==> config.mk <==
export PLATFORM = sky130hd
export DESIGN_NAME = instr_fetch_queue
export DESIGN_NICKNAME = d
export VERILOG_FILES = /design/src/rtl/fetch_pkg.sv /design/src/rtl/fetch_fifo.sv /design/src/rtl/instr_fetch_queue.sv
export SDC_FILE = /design/constraint.sdc
export NUM_CORES = 1
export LEC_CHECK = 0
export CORE_UTILIZATION = 45
export DETAILED_ROUTE_END_ITERATION = 6
export GPL_TIMING_DRIVEN = 0
export PLACE_DENSITY = 0.75
export SETUP_SLACK_MARGIN = 0.1
export SLEW_MARGIN = 20
export SYNTH_ARGS = -nofsm -noshare
export SYNTH_HDL_FRONTEND = slang
export SYNTH_SLANG_ARGS = --single-unit
==> constraint.sdc <==
create_clock -name CLK -period 10.42 [get_ports CLK]
set_clock_uncertainty 0.05 [all_clocks]
set_input_delay 1.563 -clock CLK [delete_from_list [all_inputs] [get_ports CLK]]
set_output_delay 1.563 -clock CLK [all_outputs]
set_load 0.02 [all_outputs]
==> src/rtl/fetch_pkg.sv <==
// fetch_pkg: shared types and constants for the instruction fetch front end
package fetch_pkg;
  localparam int INST_W = 32;
  localparam int ADDR_W = 32;
  localparam logic [INST_W-1:0] NOP = '0;
  typedef enum logic [1:0] {IDLE, REQ, DISCARD} state_e;
  typedef struct packed {
    logic [ADDR_W-1:0] pc;
    logic [INST_W-1:0] instr;
  } entry_t;
endpackage

==> src/rtl/fetch_fifo.sv <==
// fetch_fifo: first-word-fall-through {pc, instr} queue with flush and occupancy count
module fetch_fifo
  import fetch_pkg::*;
#(
  parameter int DEPTH = 4
) (
  input  logic                   CLK,
  input  logic                   rst,
  input  logic                   push_i,
  input  logic                   pop_i,
  input  logic                   flush_i,
  input  entry_t                 wdata_i,
  output entry_t                 head_o,
  output logic [$clog2(DEPTH):0] count_o
);
  localparam int AW = $clog2(DEPTH);
  logic [AW-1:0] wr_q, rd_q;
  logic [AW:0] count_q;
  entry_t mem_q [DEPTH];
  always_ff @(posedge CLK) begin
    if (rst || flush_i) begin
      wr_q <= '0;
      rd_q <= '0;
      count_q <= '0;
    end else begin
      wr_q <= wr_q + AW'(push_i);
      rd_q <= rd_q + AW'(pop_i);
      count_q <= count_q + (AW+1)'(push_i) - (AW+1)'(pop_i);
    end
  end
  always_ff @(posedge CLK) begin
    if (push_i && !flush_i) mem_q[wr_q] <= wdata_i;
  end
  assign head_o = mem_q[rd_q];
  assign count_o = count_q;
endmodule

==> src/rtl/instr_fetch_queue.sv <==
// instr_fetch_queue: owns the fetch PC, fetches over req/ack into a prefetch queue,
// and flushes on core redirects (late acks for abandoned requests are discarded).
module instr_fetch_queue
  import fetch_pkg::*;
#(
  parameter int               DEPTH    = 4,
  parameter logic [ADDR_W-1:0] RESET_PC = '0
) (
  input  logic                   CLK,
  input  logic                   rst,
  output logic                   mem_req,
  output logic [ADDR_W-1:0]      mem_addr,
  input  logic                   mem_ack,
  input  logic [INST_W-1:0]      mem_rdata,
  output logic                   inst_valid,
  input  logic                   inst_ready,
  output logic [INST_W-1:0]      inst_data,
  output logic [ADDR_W-1:0]      inst_pc,
  input  logic                   redirect,
  input  logic [ADDR_W-1:0]      redirect_pc,
  output logic [$clog2(DEPTH):0] queue_count
);
  localparam int CW = $clog2(DEPTH) + 1;
  state_e state_q, state_d;
  logic [ADDR_W-1:0] pc_q, pc_d, disc_q, disc_d;
  logic push, pop, room;
  logic [CW-1:0] count_n;
  entry_t head;
  assign pop = inst_valid && inst_ready && !redirect;
  assign push = state_q == REQ && mem_ack && !redirect;
  assign count_n = redirect ? '0 : queue_count + CW'(push) - CW'(pop);
  assign room = count_n < CW'(DEPTH);
  always_ff @(posedge CLK) begin
    if (rst) state_q <= IDLE;
    else state_q <= state_d;
  end
  always_comb begin
    state_d = redirect ? ((state_q == IDLE || mem_ack) ? REQ : DISCARD)
            : state_q == IDLE ? (room ? REQ : IDLE)
            : !mem_ack ? state_q
            : (state_q == DISCARD || room) ? REQ : IDLE;
  end
  always_comb begin
    mem_req = state_q != IDLE;
    mem_addr = state_q == DISCARD ? disc_q : pc_q;
  end
  // disc_q remembers the abandoned address so the outstanding request stays stable
  always_comb begin
    pc_d = redirect ? (redirect_pc & 32'hFFFF_FFFC) : push ? pc_q + 32'd4 : pc_q;
    disc_d = (redirect && state_q == REQ && !mem_ack) ? pc_q : disc_q;
  end
  always_ff @(posedge CLK) begin
    if (rst) begin
      pc_q <= RESET_PC;
      disc_q <= RESET_PC;
    end else begin
      pc_q <= pc_d;
      disc_q <= disc_d;
    end
  end
  fetch_fifo #(.DEPTH(DEPTH)) u_fifo (
    .CLK     (CLK),
    .rst     (rst),
    .push_i  (push),
    .pop_i   (pop),
    .flush_i (redirect),
    .wdata_i ('{pc: pc_q, instr: mem_rdata}),
    .head_o  (head),
    .count_o (queue_count)
  );
  assign inst_valid = queue_count != '0;
  assign inst_data = inst_valid ? head.instr : NOP;
  assign inst_pc = inst_valid ? head.pc : '0;
endmodule

* After elaboration in Yosys (flattened, before gate mapping)
Memory sizes are Yosys's and may differ from the RTL's. A register that Yosys moved wholly into a read port is not among the register bits. Index checks and enable logic that the tools add are counted.
Word-level totals: register bits 73, bits in writable memories 256, input port bits 69, output and inout port bits 101, logic and storage cells 49, memories kept 1
Memories:
- u_fifo.mem_q | words 4, bits a word 64, rd ports 1, clocked after Yosys merged registers in 1, write ports 1, RTL line fetch_fifo.sv:19 | entry_t mem_q [DEPTH];
Operators by class: $add $sub $neg 5, order comparisons 1, equal/unequal tests 2, muxes and demuxes 15, reductions and logical operators 18
Operators by type and width (count):
- $mux 32 | 5
- $add 32x3->32 const B | 1
- $mux 2 | 5
- $logic_and 1x1->1 | 7
- $reduce_bool 3->1 | 2
- $add 2x1->2 | 2
- $mux 1 | 4
- $reduce_bool 2->1 | 2
- $add 3x1->3 | 1
- $logic_or 1x1->1 | 3
- $lt 3x3->1 const B | 1
- $mux 3 | 1
- $sub 3x1->3 | 1
- $eq 2x1->1 const B | 1
- $eq 2x2->1 const B | 1
- $logic_not 1->1 | 2
- $logic_not 2->1 | 1
- $reduce_or 2->1 | 1

* Depth between registers and ports, before layout
Gate-level depths: netlist (run 1).
depth after elaboration 12, gate-level depth with buffers 11, depth with buffers taken out 10

* By module
A second synthesis (run 1) with hierarchy kept.
Second synthesis, totals: cells, all modules 862, area, all modules 13545.5 µm²
By module, submodules not included:
- fetch_fifo | instances 1, cells each 365, area an instance 9656.8 µm², seq. area each 7827.5 µm²
- instr_fetch_queue | instances 1, cells each 497, area an instance 3888.7 µm², seq. area each 1241.2 µm²

* Worst setup path before layout (run 1)
No wires, ideal clock.
kind input-to-reg, start point in redirect, end point mem u_fifo.mem_q[1][0] in the netlist's numbering (enable), library setup time 0.657 ns, arrival time 8.655 ns, required time 9.713 ns, path slack 1.058 ns, stages on the path 4, buffers on the path 3, cells stage by stage clkbuf_1 -> clkbuf_1 -> buf_1 -> nor4b_1
Between the ends: longest elaborated chain between the ends 5
Ends and longest elaborated chain:
- start: declaration | RTL line instr_fetch_queue.sv:19 | input logic redirect,
- $logic_not 1->1 * | RTL line fetch_fifo.sv:32, instr_fetch_queue.sv:30
- $logic_and 1x1->1 | RTL line instr_fetch_queue.sv:30 | assign push = state_q == REQ && mem_ack && !redirect;
- $logic_and 1x1->1 * | RTL line fetch_fifo.sv:32 | if (push_i && !flush_i) mem_q[wr_q] <= wdata_i;
- $mux 1 * | RTL line fetch_fifo.sv:32
- $mux 1 (not written as such) * | RTL line fetch_fifo.sv:32
- end: declaration | RTL line fetch_fifo.sv:19
Mark *: on every way between the ends. The rest lies on a longest branch, timed or not.

* Worst setup path in the final report (run 1)
start point reg u_fifo.count_q[1], in the netlist u_fifo.count_o[1], end point out inst_data[1]
Between the ends: longest elaborated chain between the ends 2
Ends and longest elaborated chain:
- start: declaration | RTL line fetch_fifo.sv:18 | logic [AW:0] count_q;
- start signal: assignment | RTL line fetch_fifo.sv:28 | count_q <= count_q + (AW+1)'(push_i) - (AW+1)'(pop_i);
- $reduce_bool 3->1 | RTL line instr_fetch_queue.sv:71 | assign inst_valid = queue_count != '0;
- $mux 32 | RTL line instr_fetch_queue.sv:72 | assign inst_data = inst_valid ? head.instr : NOP;
- end: declaration | RTL line instr_fetch_queue.sv:17 | output logic [INST_W-1:0] inst_data,
Every way passes these cells.

==> key figures, run 1 <==
Floorplan
  • CORE AREA: 28,700 µm²
  • Die X: 172.9 µm
  • Die height: roughly 170 µm
  • Initial Util: 45.77%
  • Rows: 62
  • I/O pins: between 150 and 200
  • DIE AREA: about 30,000 µm²

Route
  • # DRC: 0
  • Post-route ant nets: 0
  • Routed WL: 29,360 µm
  • M1 wire length: 12,520 µm
  • Vias/cell: 5.448
  • Metal3 WL: 1743 µm
  • First drt pass iteration count: 5
  • WL met2: 14,300 µm
  • DR top layer: met4
  • Initial DRC count: 675
  • Wire per inst: 19.72 µm
  • Via count: 8,112

CTS
  • H-Tree Depth: 1
  • Clock Sinks: around 320
  • Resized cells post-CTS: 0
  • Post-CTS Hold Fix Bufs: 0
  • CTS tree: done
  • CTS Root Cell: clkbuf_16
  • Clock transition at path regs: roughly 0.060 ns
  • CTS Buf Count: 31
  • Clock Latency Late Sink: 0.56 ns
  • Post-CTS Setup Bufs: 0
  • Clk buf depth: 3

Place
  • Buffers on Ports: roughly 160
  • Placed cell area: 15,520 µm²
  • Dpl ws: 5.528 ns
  • Detailed placement HPWL: 20,560 µm
  • Routability cong.: 0.8543

Yosys
  • Top-area cell type share of the netlist area: a little under three fifths
  • Area leader, netlist: edfxtp_1
  • Post-synthesis mux area share: roughly an eighth
  • Fraction of registers with async set/reset: 0%
  • Sequential fraction of the synthesis area: 67.21%
  • Largest family of logic cells by synthesized area: multiplexers
  • Cells after synthesis: 856
  • Area contributors post-synth: edfxtp_1 57%, mux4_2 11%, dfxtp_1 11%
  • Synth Area in Compound Gates: 4.162%
  • Post-synth EDFFs: 248
  • XOR/XNOR Fraction of Synth Area: 0.9048%
  • Synth Warn #: 0
  • Average size of a mapped cell: 15.35 µm²
  • Simple-gate share of the synthesized area: 11.48%
  • Netlist cell types: 62
  • Post-Syn Area: 13,140 µm²
  • Adder-Cell Fraction of Synth Area: 0.4381%
  • Seq cells post-synth: 317
  • Top FF cell, synth: edfxtp_1

STA
  • Peak Freq: 0.2157 GHz
  • Finish-stage setup viols: 0
  • RSZ-0062 raised after global routing: false
  • Fin crit share: 44.49%
  • Final Worst Setup Slack: 5.784 ns
  • Relative slew slack: ~39%
  • Final Hold Viols: 0
  • Slew Limit Fails: 0
  • Worst-margin pin slew: 0.9126 ns
  • Min Tclk post-route: 4.636 ns

Final layout
  • Final net count: 1,155
  • Design area: 16,470 µm²
  • Layout cells sized above 1: 18.46%
  • Syn-to-layout area delta: 25.41%
  • ANT cells: 0
  • # fillers: 2,258

Run status
  • Status: finished clean

Worst hold path
  • Hold Crit Class: register to register
  • Hold path startpoint: disc_q[27]$_SDFFE_PP0P_
  • Hold endpoint: disc_q[27]$_SDFFE_PP0P_
  • Hold path depth: 2

Global routing
  • Vias in the first global route: 8,287
  • GRT Total Usage: 19.90%
  • Initial antenna violation count: 0
  • Global-route wire length before repair: 46,310 µm
  • Pin count of the biggest net entering global routing: 46
  • Overflow after GRT: 0

Critical path
  • Critical path class: register to primary output
  • Worst R2R Path Depth: 11
  • Worst R2R End: state_q[0]$_SDFFE_PP0P_
  • R2R setup slack: around 7.3 ns
  • Worst EP arrival: 3.02 ns
  • Setup crit start kind: register
  • Worst EP required: 8.81 ns
  • CP max FO: 10
  • CP endpoint kind: primary output
  • Reg2reg start: u_fifo.count_o[1]$_SDFF_PP0_

Job
  • Max-cap violations: 0

Pwr
  • Comb pwr share: 7.6%
  • Switching part of the total: 21.95%
  • Max VDD drop: 0.0001464 V
  • P_int: 0.002080 W
  • Pwr Density: 161.8 nW/µm²
  • Psw: 0.0005849 W
  • P_leak: 5.391 nW
  • Sequential power share: 53.3%
  • Clock share of power: ~40%
-- registers in the layout (all words and copies together) (netlist names) --
register,flops
u_fifo.mem_q,248
state_q,2
u_fifo.rd_q,2
disc_q,30
u_fifo.count_o,3
pc_q,30
u_fifo.wr_q,2
-- layout by cell type, fill, tap and decap left out, drive strengths merged, types with 16 or more instances in the layout --
| cell | count |
|---|---|
| nand2 | 83 |
| clkdlybuf4s50 | 161 |
| dfxtp | 69 |
| edfxtp | 248 |
| mux2 | 29 |
| a21oi | 35 |
| nor2 | 26 |
| nand3 | 18 |
| mux4 | 62 |
| buf | 51 |
| and2 | 68 |
| o21ai | 16 |
| clkbuf | 83 |
-- routing by layer --
layer	up-vias	GRT usage, %
met5	-	0
met4	0	6.268
met3	61	3.298
met2	310	33.43
met1	3994	26.56
li1	3747	-
-- worst max-delay path, stage by stage, from the launching register on --
cell and delay (ns):
dfxtp_1 0.45, or3_1 0.19, clkbuf_1 0.57, clkbuf_1 0.43
and2_1 0.22, clkdlybuf4s50_1 0.60
-- synth_stat cells (all sizes together) (10+ instances only) --
cell type    n
mux4        62
mux2        29
nand2       83
edfxtp     248
a211oi      10
a21oi       35
and2        68
buf         22
clkbuf      39
nand3       18
nor2        26
nor3        13
o21ai       16
nand4       10
dfxtp       69
-- area by class of cell --
cell class | instances | area, µm² | area share (%)
Tap cell | 384 | 480.5 | 2.916
Clock buffer | 44 | 885.9 | 5.377
Clock inverter | 12 | 70.07 | 0.4253
Inverter | 7 | 26.28 | 0.1595
Sequential cell | 317 | 8828 | 53.59
Buffer | 61 | 324.1 | 1.967
Timing Repair Buffer | 190 | 1866 | 11.32
Multi-Input combinational cell | 474 | 3994 | 24.24
-- worst max-delay path by stage --
stage,from,end,depth (start not counted),slack [ns]
2_1_floorplan,redirect,u_fifo.mem_q[1][0]$_DFFE_PP_,4,1.06
3_3_place_gp,mem_ack,u_fifo.mem_q[1][29]$_DFFE_PP_,4,-4.16
3_5_place_dp,redirect,u_fifo.mem_q[1][25]$_DFFE_PP_,9,5.53
4_1_cts,u_fifo.count_o[1]$_SDFF_PP0_,inst_data[4],5,5.67
5_1_grt,u_fifo.count_o[1]$_SDFF_PP0_,inst_data[10],5,5.58
6_report,u_fifo.count_o[1]$_SDFF_PP0_,inst_data[1],5,5.78
-- stage by stage --
stage,total power [W],hold slack (ns),TNS [ns],std cells,util [%]
after floorplan,0.001545,0.3829,0,859,-
after global placement,0.001644,0.3879,-455.34,1404,53.10
after detailed placement,0.001648,0.3942,0,1433,54.07
after CTS,0.002690,0.4027,0,1489,57.40
after global routing,0.002753,0.4209,0,1489,57.40
final,0.002665,0.4022,0,1489,57.40
-- cell families (layout without fill, tap and decap cells) --
kind of cell / count (synthesis) / after routing
compound gates: 86 / 86
xor+xnor: 12 / 12
fa+ha+maj: 4 / 4
buf+inv: 68 / 314
flops: 317 / 317
mux: 91 / 91
other cells: 1 / 4
simple gates: 277 / 277
-- power groups by stage --
stage | combinational (W) | clock [W] | sequential [W]
3_5_place_dp | 0.000202 | 0 | 0.00145
5_1_grt | 0.000217 | 0.00111 | 0.00142
3_3_place_gp | 0.000195 | 0 | 0.00145
4_1_cts | 0.000203 | 0.00107 | 0.00142
2_1_floorplan | 0.000107 | 0 | 0.00144
6_report | 0.000201 | 0.00104 | 0.00142
No activity file was read; power rests on OpenSTA's default activity.
==> run 2, diff against run 1 <==
==> constraint.sdc (replaced) <==
create_clock -name CLK -period 4.81 [get_ports CLK]
set_clock_uncertainty 0.05 [all_clocks]
set_input_delay 0.7215 -clock CLK [delete_from_list [all_inputs] [get_ports CLK]]
set_output_delay 0.7215 -clock CLK [all_outputs]
set_load 0.02 [all_outputs]
==> run 2 against run 1 <==
Effect of this change: sequential power up 120%; combinational power up 120%; cell count down 0.60%; non-clock buffer count down 9; critical path type unchanged; wire length up 0.22%; clock power up 130%; core utilization up 0.36 points; critical path depth unchanged; global-route usage up 0.17 points; via count down 0.63%; register-to-register slack worse by 5.6 ns.
==> key figures, run 2 (synthesis results as in run 1) <==
Floorplan
  • DIE AREA: 29,880 µm² (unchanged)
  • Initial Util: 45.77% (unchanged)
  • CORE AREA: 28,700 µm² (unchanged)
  • Die X: 172.9 µm (unchanged)
  • Die height: 172.9 µm (unchanged)
  • I/O pins: 170 (unchanged)
  • Rows: 62 (unchanged)

Pwr
  • Max VDD drop: 0.0002169 V (+48%)
  • P_int: 0.004668 W (+120%)
  • Pwr Density: 359.0 nW/µm² (+120%)
  • Switching part of the total: 21.57% (-0.37 points)
  • Psw: 0.001284 W (+120%)
  • Comb pwr share: 7.4% (-0.2 points)
  • Clock share of power: 40.9% (+1.8 points)
  • Sequential power share: 51.7% (-1.6 points)
  • P_leak: 5.383 nW (-0.14%)

Critical path
  • Setup crit start kind: register
  • Worst EP arrival: 3.06 ns (+0.04 ns)
  • Critical path class: register to primary output
  • Worst EP required: 4.04 ns (-4.77 ns)
  • Reg2reg start: u_fifo.count_o[0]$_SDFF_PP0_
  • CP endpoint kind: primary output
  • CP max FO: 10 (unchanged)
  • R2R setup slack: 1.66 ns (-5.59 ns)
  • Worst R2R End: state_q[0]$_SDFFE_PP0P_
  • Worst R2R Path Depth: 11 (unchanged)

CTS
  • Clock Latency Late Sink: 0.51 ns (-0.05 ns)
  • Post-CTS Setup Bufs: 0 (unchanged)
  • Clock Sinks: 317 (unchanged)
  • Post-CTS Hold Fix Bufs: 0 (unchanged)
  • CTS tree: done
  • H-Tree Depth: 2 (+1)
  • Clk buf depth: 3 (unchanged)
  • Resized cells post-CTS: 0 (unchanged)
  • CTS Buf Count: 34 (+9.7%)
  • CTS Root Cell: clkbuf_16
  • Clock transition at path regs: 0.06 ns (about the same)

STA
  • Finish-stage setup viols: 0 (unchanged)
  • Peak Freq: 0.2611 GHz
  • RSZ-0062 raised after global routing: false
  • Hold WS: 0.4035 ns (+0.001349 ns)
  • Relative slew slack: 40.30% (+1.6 points)
  • Fin crit share: 79.62%
  • Slew Limit Fails: 0 (unchanged)
  • Worst-margin pin slew: 0.8886 ns (-0.02395 ns)
  • Final Hold Viols: 0 (unchanged)
  • Min Tclk post-route: 3.830 ns

Final layout
  • Design area: 16,580 µm² (+0.62%)
  • Number of flip-flops in the largest register: 248 (unchanged)
  • Non-filler instance count after layout: 1,480 (-0.60%)
  • Top reg by flops: u_fifo.mem_q
  • Most common cell after layout, fill and taps aside: edfxtp_1
  • Top Registers: u_fifo.mem_q (248), disc_q (30), pc_q (30)
  • ANT cells: 0 (unchanged)
  • Most frequent cells in the layout: 248 x edfxtp_1, 161 x clkdlybuf4s50_1, 82 x nand2_1
  • Final net count: 1,149 (-0.52%)
  • Layout cells sized above 1: 17.88% (-0.58 points)
  • # fillers: 2,260 (+0.089%)
  • Syn-to-layout area delta: 26.19%

Global routing
  • Initial antenna violation count: 0 (unchanged)
  • Vias in the first global route: 8,157 (-1.6%)
  • GRT Total Usage: 20.06% (+0.17 points)
  • Pin count of the biggest net entering global routing: 38 (-17%)
  • Global-route wire length before repair: 46,300 µm (about the same)
  • Overflow after GRT: 0 (unchanged)

Job
  • Max-cap violations: 0 (unchanged)

Worst hold path
  • Hold Crit Class: register to register
  • Hold path depth: 2 (unchanged)
  • Hold path startpoint: disc_q[23]$_SDFFE_PP0P_
  • Hold endpoint: disc_q[23]$_SDFFE_PP0P_

Route
  • Routed WL: 29,420 µm (+0.22%)
  • First drt pass iteration count: 5 (unchanged)
  • Post-route ant nets: 0 (unchanged)
  • Initial DRC count: 783 (+16%)
  • Vias/cell: 5.447 (about the same)
  • Wire per inst: 19.88 µm (+0.83%)
  • # DRC: 0 (unchanged)
  • Via count: 8,061 (-0.63%)

Place
  • Detailed placement HPWL: 20,370 µm (-0.93%)
  • Buffers on Ports: 161 (unchanged)
  • Placed cell area: 15,550 µm² (+0.20%)
  • Placed cell count: 1,424 (-0.63%)
  • Routability cong.: 0.8679 (+1.6%)

Run status
  • Status: finished clean
## run 2: cell count changes in the layout (fill, tap and decap cells not counted), sizes merged
cell    previous run  this run
buf               51        42
bufinv             0         2
clkbuf            83        82
clkinv             8         9
inv                9         7
## run 2: worst max-delay path by stage
stage                                  from                            end  cells after the start
5_1_grt        u_fifo.count_o[1]$_SDFF_PP0_                   inst_data[1]                      5
6_report          u_fifo.rd_q[1]$_SDFF_PP0_                    inst_pc[20]                      5
2_1_floorplan                      redirect   u_fifo.mem_q[0][0]$_DFFE_PP_                      4
4_1_cts           u_fifo.rd_q[1]$_SDFF_PP0_                    inst_pc[20]                      5
3_5_place_dp                       redirect        state_q[0]$_SDFFE_PP0P_                     11
3_3_place_gp                       redirect  u_fifo.mem_q[1][29]$_DFFE_PP_                      4
## run 2: metal layers
metal | part of all wire, % | up-vias | wire length (µm) | global-route usage, %
met5 | 0 | - | 0 | 0
met4 | 2.4 | 0 | 715 | 6.305
met3 | 6.1 | 53 | 1782 | 3.320
met2 | 48 | 311 | 14000 | 32.44
met1 | 44 | 3969 | 12930 | 27.93
li1 | - | 3728 | - | -
## run 2: area by class of cell
class	instances	area, µm²	area share [%]
inverter	7	26.28	0.1585
clock inverter	13	121.4	0.7321
sequential	317	8828	53.26
clock buffer	43	905.9	5.465
timing repair buffer	181	1879	11.34
multi-input combinational	474	4011	24.20
tap	384	480.5	2.898
buffer	61	324.1	1.955
## run 2: metrics by stage
| step | utilization [%] | total power (W) | setup TNS [ns] | setup WS [ns] |
|---|---|---|---|---|
| global route | 57.76 | 0.006144 | 0 | 0.8330 |
| global placement | 53.14 | 0.003557 | -621.10 | -3.694 |
| finish | 57.76 | 0.005952 | 0 | 0.9802 |
| floorplan | - | 0.003344 | -72.01 | -0.5849 |
| detailed placement | 54.18 | 0.003575 | 0 | 1.078 |
| CTS | 57.76 | 0.006004 | 0 | 0.9018 |
## run 2: power groups by stage
stage	clock, W	combinational, W	sequential, W
6_report	0.00243	0.000439	0.00308
5_1_grt	0.00259	0.000472	0.00308
4_1_cts	0.00248	0.000444	0.00308
3_5_place_dp	0	0.000441	0.00313
3_3_place_gp	0	0.000422	0.00314
2_1_floorplan	0	0.000233	0.00311
## run 2: critical path, cell delays in order (launching register included)
cell	delay, ns
dfxtp_1	0.32
clkbuf_1	0.49
clkbuf_1	0.56
mux4_2	0.43
and2_1	0.20
clkdlybuf4s50_1	0.54
